==> src/rtl/mips_exec_pkg.sv <==
// Shared constants and types for the MIPS execute-stage ALU and multiply/divide engine.
package mips_exec_pkg;

   // Combinational ALU operation codes
   localparam logic [3:0] ALU_AND = 4'b0000;
   localparam logic [3:0] ALU_OR  = 4'b0001;
   localparam logic [3:0] ALU_ADD = 4'b0010;
   localparam logic [3:0] ALU_SUB = 4'b0110;
   localparam logic [3:0] ALU_SLT = 4'b0111;
   localparam logic [3:0] ALU_NOR = 4'b1100;

   // Multiply/divide operation codes
   localparam logic [1:0] MD_MULT  = 2'b00;
   localparam logic [1:0] MD_MULTU = 2'b01;
   localparam logic [1:0] MD_DIV   = 2'b10;
   localparam logic [1:0] MD_DIVU  = 2'b11;

   // Engine sequencing states
   typedef enum logic [1:0] {
      IDLE = 2'b00,
      CALC = 2'b01,
      FIX  = 2'b10
   } md_state_t;

endpackage

==> src/rtl/alu_core.sv <==
// Combinational ALU: logic ops, add/sub with signed overflow, signed set-less-than.
module alu_core
   import mips_exec_pkg::*;
#(
   parameter int WIDTH = 32
) (
   input  logic [WIDTH-1:0] i_a,
   input  logic [WIDTH-1:0] i_b,
   input  logic [3:0]       i_op,
   output logic [WIDTH-1:0] o_result,
   output logic             o_zero,
   output logic             o_overflow
);

   logic signed [WIDTH-1:0] w_a_s;
   logic signed [WIDTH-1:0] w_b_s;
   logic        [WIDTH-1:0] w_add;
   logic        [WIDTH-1:0] w_sub;
   logic                    w_add_ovf;
   logic                    w_sub_ovf;

   assign w_a_s = i_a;
   assign w_b_s = i_b;
   assign w_add = i_a + i_b;
   assign w_sub = i_a - i_b;

   // Overflow: like-signed add flips sign; unlike-signed subtract lands away from the minuend's sign.
   assign w_add_ovf = (i_a[WIDTH-1] == i_b[WIDTH-1]) && (w_add[WIDTH-1] != i_a[WIDTH-1]);
   assign w_sub_ovf = (i_a[WIDTH-1] != i_b[WIDTH-1]) && (w_sub[WIDTH-1] != i_a[WIDTH-1]);

   // Result and overflow select; unknown op codes produce zero.
   always_comb begin
      o_result   = '0;
      o_overflow = 1'b0;
      case (i_op)
         ALU_AND: o_result = i_a & i_b;
         ALU_OR:  o_result = i_a | i_b;
         ALU_ADD: begin
            o_result   = w_add;
            o_overflow = w_add_ovf;
         end
         ALU_SUB: begin
            o_result   = w_sub;
            o_overflow = w_sub_ovf;
         end
         ALU_SLT: o_result = {{(WIDTH-1){1'b0}}, (w_a_s < w_b_s)};
         ALU_NOR: o_result = ~(i_a | i_b);
         default: o_result = '0;
      endcase
   end

   assign o_zero = (o_result == '0);

endmodule

==> src/rtl/alu_muldiv.sv <==
// Execute unit: combinational ALU plus an iterative one-bit-per-cycle multiply/divide engine
// that writes HI/LO with a start/busy/done handshake.
module alu_muldiv
   import mips_exec_pkg::*;
#(
   parameter int WIDTH = 32
) (
   input  logic             CLK,
   input  logic             RESET,
   input  logic [WIDTH-1:0] IN1,
   input  logic [WIDTH-1:0] IN2,
   input  logic [3:0]       ALU_OPERATION,
   output logic [WIDTH-1:0] RESULT,
   output logic             ZERO,
   output logic             OVERFLOW,
   input  logic             MD_START,
   input  logic [1:0]       MD_OP,
   output logic             MD_BUSY,
   output logic             MD_DONE,
   output logic             DIV_BY_ZERO,
   output logic [WIDTH-1:0] HI,
   output logic [WIDTH-1:0] LO
);

   localparam int CW = $clog2(WIDTH);

   function automatic logic [WIDTH-1:0] f_cneg(input logic [WIDTH-1:0] v, input logic neg);
      return neg ? -v : v;
   endfunction

   function automatic logic [2*WIDTH-1:0] f_cneg2(input logic [2*WIDTH-1:0] v, input logic neg);
      return neg ? -v : v;
   endfunction

   alu_core #(.WIDTH(WIDTH)) u_alu_core (
      .i_a        (IN1),
      .i_b        (IN2),
      .i_op       (ALU_OPERATION),
      .o_result   (RESULT),
      .o_zero     (ZERO),
      .o_overflow (OVERFLOW)
   );

   md_state_t        r_state;
   logic [CW-1:0]    r_cnt;
   logic [1:0]       r_op;
   logic             r_neg_a;
   logic             r_neg_b;
   logic [WIDTH-1:0] r_a_orig;
   logic [WIDTH-1:0] r_b;
   logic [WIDTH-1:0] r_acc_hi;
   logic [WIDTH-1:0] r_acc_lo;
   logic             r_busy;
   logic             r_done;
   logic             r_dbz;
   logic [WIDTH-1:0] r_hi;
   logic [WIDTH-1:0] r_lo;

   // Operand preparation at start: magnitudes for signed ops, signs kept aside.
   logic             w_in_signed;
   logic             w_in_mul;
   logic             w_in_neg_a;
   logic             w_in_neg_b;
   logic [WIDTH-1:0] w_abs_a;
   logic [WIDTH-1:0] w_abs_b;

   assign w_in_signed = (MD_OP == MD_MULT) || (MD_OP == MD_DIV);
   assign w_in_mul    = (MD_OP == MD_MULT) || (MD_OP == MD_MULTU);
   assign w_in_neg_a  = w_in_signed & IN1[WIDTH-1];
   assign w_in_neg_b  = w_in_signed & IN2[WIDTH-1];
   assign w_abs_a     = f_cneg(IN1, w_in_neg_a);
   assign w_abs_b     = f_cneg(IN2, w_in_neg_b);

   // Iteration datapath: shift-add multiply step and restoring shift-subtract divide step.
   logic             w_is_mul;
   logic [WIDTH:0]   w_sum;
   logic [WIDTH:0]   w_shift;
   logic [WIDTH:0]   w_diff;
   logic             w_borrow;

   assign w_is_mul = (r_op == MD_MULT) || (r_op == MD_MULTU);
   assign w_sum    = {1'b0, r_acc_hi} + (r_acc_lo[0] ? {1'b0, r_b} : {(WIDTH+1){1'b0}});
   assign w_shift  = {r_acc_hi, r_acc_lo[WIDTH-1]};
   assign w_diff   = w_shift - {1'b0, r_b};
   // The partial remainder is always below the divisor, so a negative difference shows in the top bit.
   assign w_borrow = w_diff[WIDTH];

   // Sign correction of the unsigned magnitudes produced by the iteration.
   logic [2*WIDTH-1:0] w_prod_fix;
   logic [WIDTH-1:0]   w_quo_fix;
   logic [WIDTH-1:0]   w_rem_fix;

   assign w_prod_fix = f_cneg2({r_acc_hi, r_acc_lo}, r_neg_a ^ r_neg_b);
   assign w_quo_fix  = f_cneg(r_acc_lo, r_neg_a ^ r_neg_b);
   assign w_rem_fix  = f_cneg(r_acc_hi, r_neg_a);

   // Engine FSM: IDLE accepts a request, CALC iterates WIDTH times, FIX writes HI/LO.
   always_ff @(posedge CLK) begin
      if (RESET) begin
         r_state <= IDLE;
         r_busy  <= 1'b0;
         r_done  <= 1'b0;
         r_dbz   <= 1'b0;
         r_hi    <= '0;
         r_lo    <= '0;
      end else begin
         r_done <= 1'b0;
         case (r_state)
            IDLE: begin
               if (MD_START) begin
                  r_op     <= MD_OP;
                  r_neg_a  <= w_in_neg_a;
                  r_neg_b  <= w_in_neg_b;
                  r_a_orig <= IN1;
                  r_acc_hi <= '0;
                  r_acc_lo <= w_in_mul ? w_abs_b : w_abs_a;
                  r_b      <= w_in_mul ? w_abs_a : w_abs_b;
                  r_cnt    <= CW'(WIDTH - 1);
                  r_dbz    <= 1'b0;
                  r_busy   <= 1'b1;
                  r_state  <= CALC;
               end
            end
            CALC: begin
               if (w_is_mul) begin
                  r_acc_hi <= w_sum[WIDTH:1];
                  r_acc_lo <= {w_sum[0], r_acc_lo[WIDTH-1:1]};
               end else begin
                  r_acc_hi <= w_borrow ? w_shift[WIDTH-1:0] : w_diff[WIDTH-1:0];
                  r_acc_lo <= {r_acc_lo[WIDTH-2:0], ~w_borrow};
               end
               r_cnt <= r_cnt - CW'(1);
               if (r_cnt == '0) begin
                  r_state <= FIX;
               end
            end
            FIX: begin
               if (w_is_mul) begin
                  {r_hi, r_lo} <= w_prod_fix;
               end else if (r_b == '0) begin
                  r_lo  <= '1;
                  r_hi  <= r_a_orig;
                  r_dbz <= 1'b1;
               end else begin
                  r_lo <= w_quo_fix;
                  r_hi <= w_rem_fix;
               end
               r_busy  <= 1'b0;
               r_done  <= 1'b1;
               r_state <= IDLE;
            end
            default: r_state <= IDLE;
         endcase
      end
   end

   assign MD_BUSY     = r_busy;
   assign MD_DONE     = r_done;
   assign DIV_BY_ZERO = r_dbz;
   assign HI          = r_hi;
   assign LO          = r_lo;

endmodule

==> config.mk <==
export PLATFORM = sky130hd
export DESIGN_NAME = alu_muldiv
export DESIGN_NICKNAME = d
export VERILOG_FILES = /design/src/rtl/mips_exec_pkg.sv /design/src/rtl/alu_core.sv /design/src/rtl/alu_muldiv.sv
export SDC_FILE = /design/constraint.sdc
export NUM_CORES = 1
export LEC_CHECK = 0
export BUFFER_PORTS_ARGS = -buffer_cell sky130_fd_sc_hd__buf_2
export CAP_MARGIN = 40
export CELL_PAD_IN_SITES_DETAIL_PLACEMENT = 1
export CELL_PAD_IN_SITES_GLOBAL_PLACEMENT = 2
export CORE_MARGIN = 1
export CORE_UTILIZATION = 35
export CTS_CLUSTER_DIAMETER = 40
export DETAILED_ROUTE_END_ITERATION = 10
export PLACE_DENSITY = 0.74
export RECOVER_POWER = 50
export SLEW_MARGIN = 25
export SYNTH_ARGS = -nofsm -noshare
export SYNTH_HDL_FRONTEND = slang
export SYNTH_SLANG_ARGS = --single-unit
==> constraint.sdc <==
create_clock -name CLK -period 6.69 [get_ports CLK]
set_clock_uncertainty 0.2 [all_clocks]
set_input_delay 0 -clock CLK [delete_from_list [all_inputs] [get_ports CLK]]
set_output_delay 0 -clock CLK [all_outputs]
set_load 0.1 [all_outputs]
==> flow_metrics.tcl <==
set metrics [dict create \
    cp_max_fo 5 \
    drt_iter0_drc 1309 \
    fmax_ghz 0.181 \
    drive_gt1_share_pct 7.76 \
    grt_pass1_wl_mm 134 \
    async_reset_ff_share_pct 0 \
    dp.cells 3499 \
    cts.path.max_buffers 3 \
    violations "capacitance limit, slew limit" \
    final_area_um2 24700 \
    finalHoldViolCount 0 \
    grt_pass1_vias 22017 \
    ioPinCount 174 \
    dpl_cell_area_um2 22900 \
    max_slew_margin_pct -130 \
    antenna_left 0 \
    synth_top_area_cell "edfxtp_1" \
    start_util_pct 35.4 \
    syn_area_per_cell_um2 8.00 \
    cts_root_buffer "clkbuf_16" \
    die_area_um2 61900 \
    synth_edf_count 136 \
    rsz0062_at_grt "no" \
    synth_ff_type "edfxtp_1" \
    fin_hold_ws_ps 54.9 \
    synth_area_leaders "edfxtp_1 (19%), ha_1 (10%), dfxtp_1 (6.5%)" \
    vias_per_cell 5.84 \
    setup_violations 0 \
    core_area_um2 60200 \
    synth_cells 2662 \
    cts_resized 0 \
    area_delta_synth_final_pct 15.8 \
    numCtsBuffers 31 \
    slowest_stage "nor4_1" \
    regToRegSetupSlack_ps 2100 \
    synth_nets 2916 \
    nNetsFinal 3091 \
    rr_endpoint "r_acc_hi[1]" \
    hold_start "IN2[31]" \
    grt-ovfl-total 0 \
    min_delay_path_depth 4 \
    drv_cap 5 \
    grt_max_degree 81 \
    routedWlPerCell_um 24.0 \
    worstSetupStartpointType "primary input" \
    place_congestion 0.916 \
    worstPathArrival_ps 5330 \
    dp_hpwl_mm 68.8 \
    netlist_area_um2 21300 \
    cts_tree "built" \
    die_y_um 249 \
    ys_seq_area_share_pct 25.7 \
    cp_num_buf_inv 4 \
    worstPathRequired_ps 6490 \
    cp-end-kind "primary output" \
    r2r_start "r_b[0]" \
    hold_end "r_acc_lo[31]" \
    fin_crit_ps 5530 \
    synth_cell_types 99 \
    yosysWarnings 0 \
    cts.clk_slew.worst_paths_ps 60 \
    portBuffers 173 \
    cts_sinks 205 \
    final_cells 3645 \
    wl_mm 87.5 \
    drt-pass1-iter-count 7 \
    cp_top_family "simple AND/OR/NAND/NOR gates" \
    status "finished, violations left" \
    synth_top_area_share_pct 19.2 \
    period_share_pct 82.7 \
    reg2reg_depth 14 \
    p_per_area_nw_per_um2 198 \
    clk_latency_ps 600 \
    maxSlewViolCount 260 \
    path_cells "dlygate4sd3_1 -> clkbuf_1 -> inv_1 -> ha_1 -> fa_1 -> o21bai_1 -> a21oi_1 -> a221oi_1 -> o22ai_1 -> nor4_1 -> o2111ai_1 -> nor4_1 -> nor4bb_1 -> nor4bb_1 -> nand3_1 -> nor3_2 -> buf_2" \
    n_fill_cell 7283 \
    leakage_nw 9.97 \
    max_stage_delay_ps 560 \
    ir_worst_vdd_uv 190 \
    num_vias 21292 \
    cts_hold_buf 85 \
    drc 0 \
    worst_slew_pin_slew_ps 3450 \
    ys_seq_elements 205 \
    std_cell_rows 90 \
    cts_max_level 1 \
    grt_util_all_layers_pct 27.6 \
    finalPower_w 0.00488 \
    hold_path_class "primary input to flip-flop" \
    criticalPathCategory "primary input to primary output" \
    tns_ps 0 \
    antenna_found_initial 1 \
    post_cts_buffers 0 \
    die_w_um 249 \
]
==> metrics by stage <==
step,utilization [%],setup slack [ps]
6_report,40.9,1160
5_1_grt,40.9,709
4_1_cts,41.2,1300
3_5_place_dp,38.0,1850
3_3_place_gp,37.9,2060
2_1_floorplan,-,760
==> cells in the final DEF (no fill, tap or decap), drive strengths merged, types with 16 or more instances in the layout <==
master | synthesis | layout
nor2 | 299 | 299
a21oi | 223 | 223
nand2 | 201 | 201
ha | 177 | 177
inv | 163 | 172
o21ai | 160 | 160
clkbuf | 111 | 139
edfxtp | 136 | 136
xnor2 | 136 | 136
buf | 44 | 105
mux2i | 94 | 94
dlygate4sd3 | 0 | 85
dfxtp | 69 | 69
xor2 | 66 | 66
o211ai | 61 | 61
nor3 | 55 | 55
o22ai | 49 | 49
a21o | 47 | 47
nand3 | 47 | 47
nor4 | 44 | 44
o31ai | 34 | 34
a221oi | 32 | 32
nand2b | 32 | 32
a211oi | 31 | 31
a31oi | 28 | 28
o21bai | 24 | 24
or3 | 20 | 20
and3 | 19 | 19
o21a | 18 | 18
nor2b | 17 | 17
nand4 | 16 | 16
==> flip-flops by register name (all words and copies together) (netlist names) <==
| signal | count |
|---|---|
| DIV_BY_ZERO | 1 |
| HI | 32 |
| LO | 32 |
| MD_BUSY | 1 |
| MD_DONE | 1 |
| r_a_orig | 32 |
| r_acc_hi | 32 |
| r_acc_lo | 32 |
| r_b | 32 |
| r_cnt | 5 |
| r_neg_a | 1 |
| r_neg_b | 1 |
| r_op | 1 |
| r_state | 2 |
==> report_power, final <==
part	switching (W)	leakage, nW	total [W]	internal [W]
sequential	0.0000933	1.83	0.00152	0.00143
combinational	0.00114	7.64	0.00173	0.000595
clock	0.000706	0.503	0.00163	0.000922
==> metal layers <==
layer,vias to the layer above,part of all wire [%],global-route usage [%]
met5,-,0,0
met4,0,3.3,8.98
met3,99,3.4,1.89
met2,477,47,46.8
met1,10580,46,37.2
li1,10136,-,-
==> cell type report <==
class	count	area [um^2]	area share, %
flip-flops and latches	205	5470	22.2
well taps	782	978	3.97
clock buffers	32	779	3.16
multi-input cells	2139	14600	59.3
repair buffers	297	1930	7.82
diodes	1	2.50	0.0101
inverters	163	612	2.48
clock inverters	26	262	1.06
==> cells in the mapped netlist, types with 10 or more instances <==
| cell type | count |
|---|---|
| a221oi_1 | 32 |
| nand3_1 | 47 |
| nand2b_1 | 30 |
| o21bai_1 | 23 |
| inv_1 | 159 |
| edfxtp_1 | 136 |
| o21ai_1 | 11 |
| o41ai_1 | 11 |
| o31ai_1 | 31 |
| nor4_1 | 40 |
| o21ai_0 | 147 |
| nand2_1 | 201 |
| nand4_1 | 16 |
| or3_1 | 20 |
| ha_1 | 177 |
| a221o_1 | 13 |
| dfxtp_1 | 69 |
| or4_1 | 13 |
| and2_1 | 12 |
| a31oi_1 | 28 |
| nor3_1 | 53 |
| o221a_2 | 10 |
| nor2b_1 | 17 |
| o21a_1 | 18 |
| buf_2 | 25 |
| xor2_1 | 66 |
| a211oi_1 | 31 |
| a311oi_1 | 13 |
| buf_1 | 13 |
| clkbuf_1 | 111 |
| a21oi_1 | 219 |
| o22ai_1 | 49 |
| a21o_1 | 47 |
| o31a_1 | 10 |
| mux2i_1 | 94 |
| nor2_1 | 297 |
| and3_1 | 19 |
| o211ai_1 | 59 |
| xnor2_1 | 135 |
==> logic make-up (layout without fill, tap and decap cells) <==
group | after synthesis | after routing | share of synthesized area [%]
AO/OA/AOI/OAI | 845 | 845 | 26.5
XOR/XNOR | 202 | 202 | 8.39
adder cells (fa/ha/maj) | 181 | 181 | 10.8
buffers and inverters | 318 | 518 | 5.93
flip-flops | 205 | 205 | 25.7
multiplexers | 98 | 98 | 4.63
other | 0 | 1 | 0
AND/OR/NAND/NOR | 813 | 813 | 18.2
==> worst register-to-register path, stage by stage (launching register included) <==
cell	delay, ps
edfxtp_1	430
ha_1	260
fa_1	420
nand2b_1	210
a211oi_1	250
o31ai_1	130
a2111o_1	500
a21oi_2	260
nor3_2	110
o31ai_2	280
a21oi_2	130
xnor2_4	130
buf_4	530
mux2_1	450
o22ai_1	140
==> how the worst max path moves through the flow <==
stage	start	to	cells past startpoint
floorplan	r_state[0]	r_acc_hi[0]	2
global placement	IN1[0]	ZERO	16
detailed placement	IN1[0]	ZERO	16
CTS	IN1[0]	ZERO	17
global route	RESET	r_a_orig[2]	6
finish	IN1[0]	ZERO	17
Power figures use the tool's default switching activity.
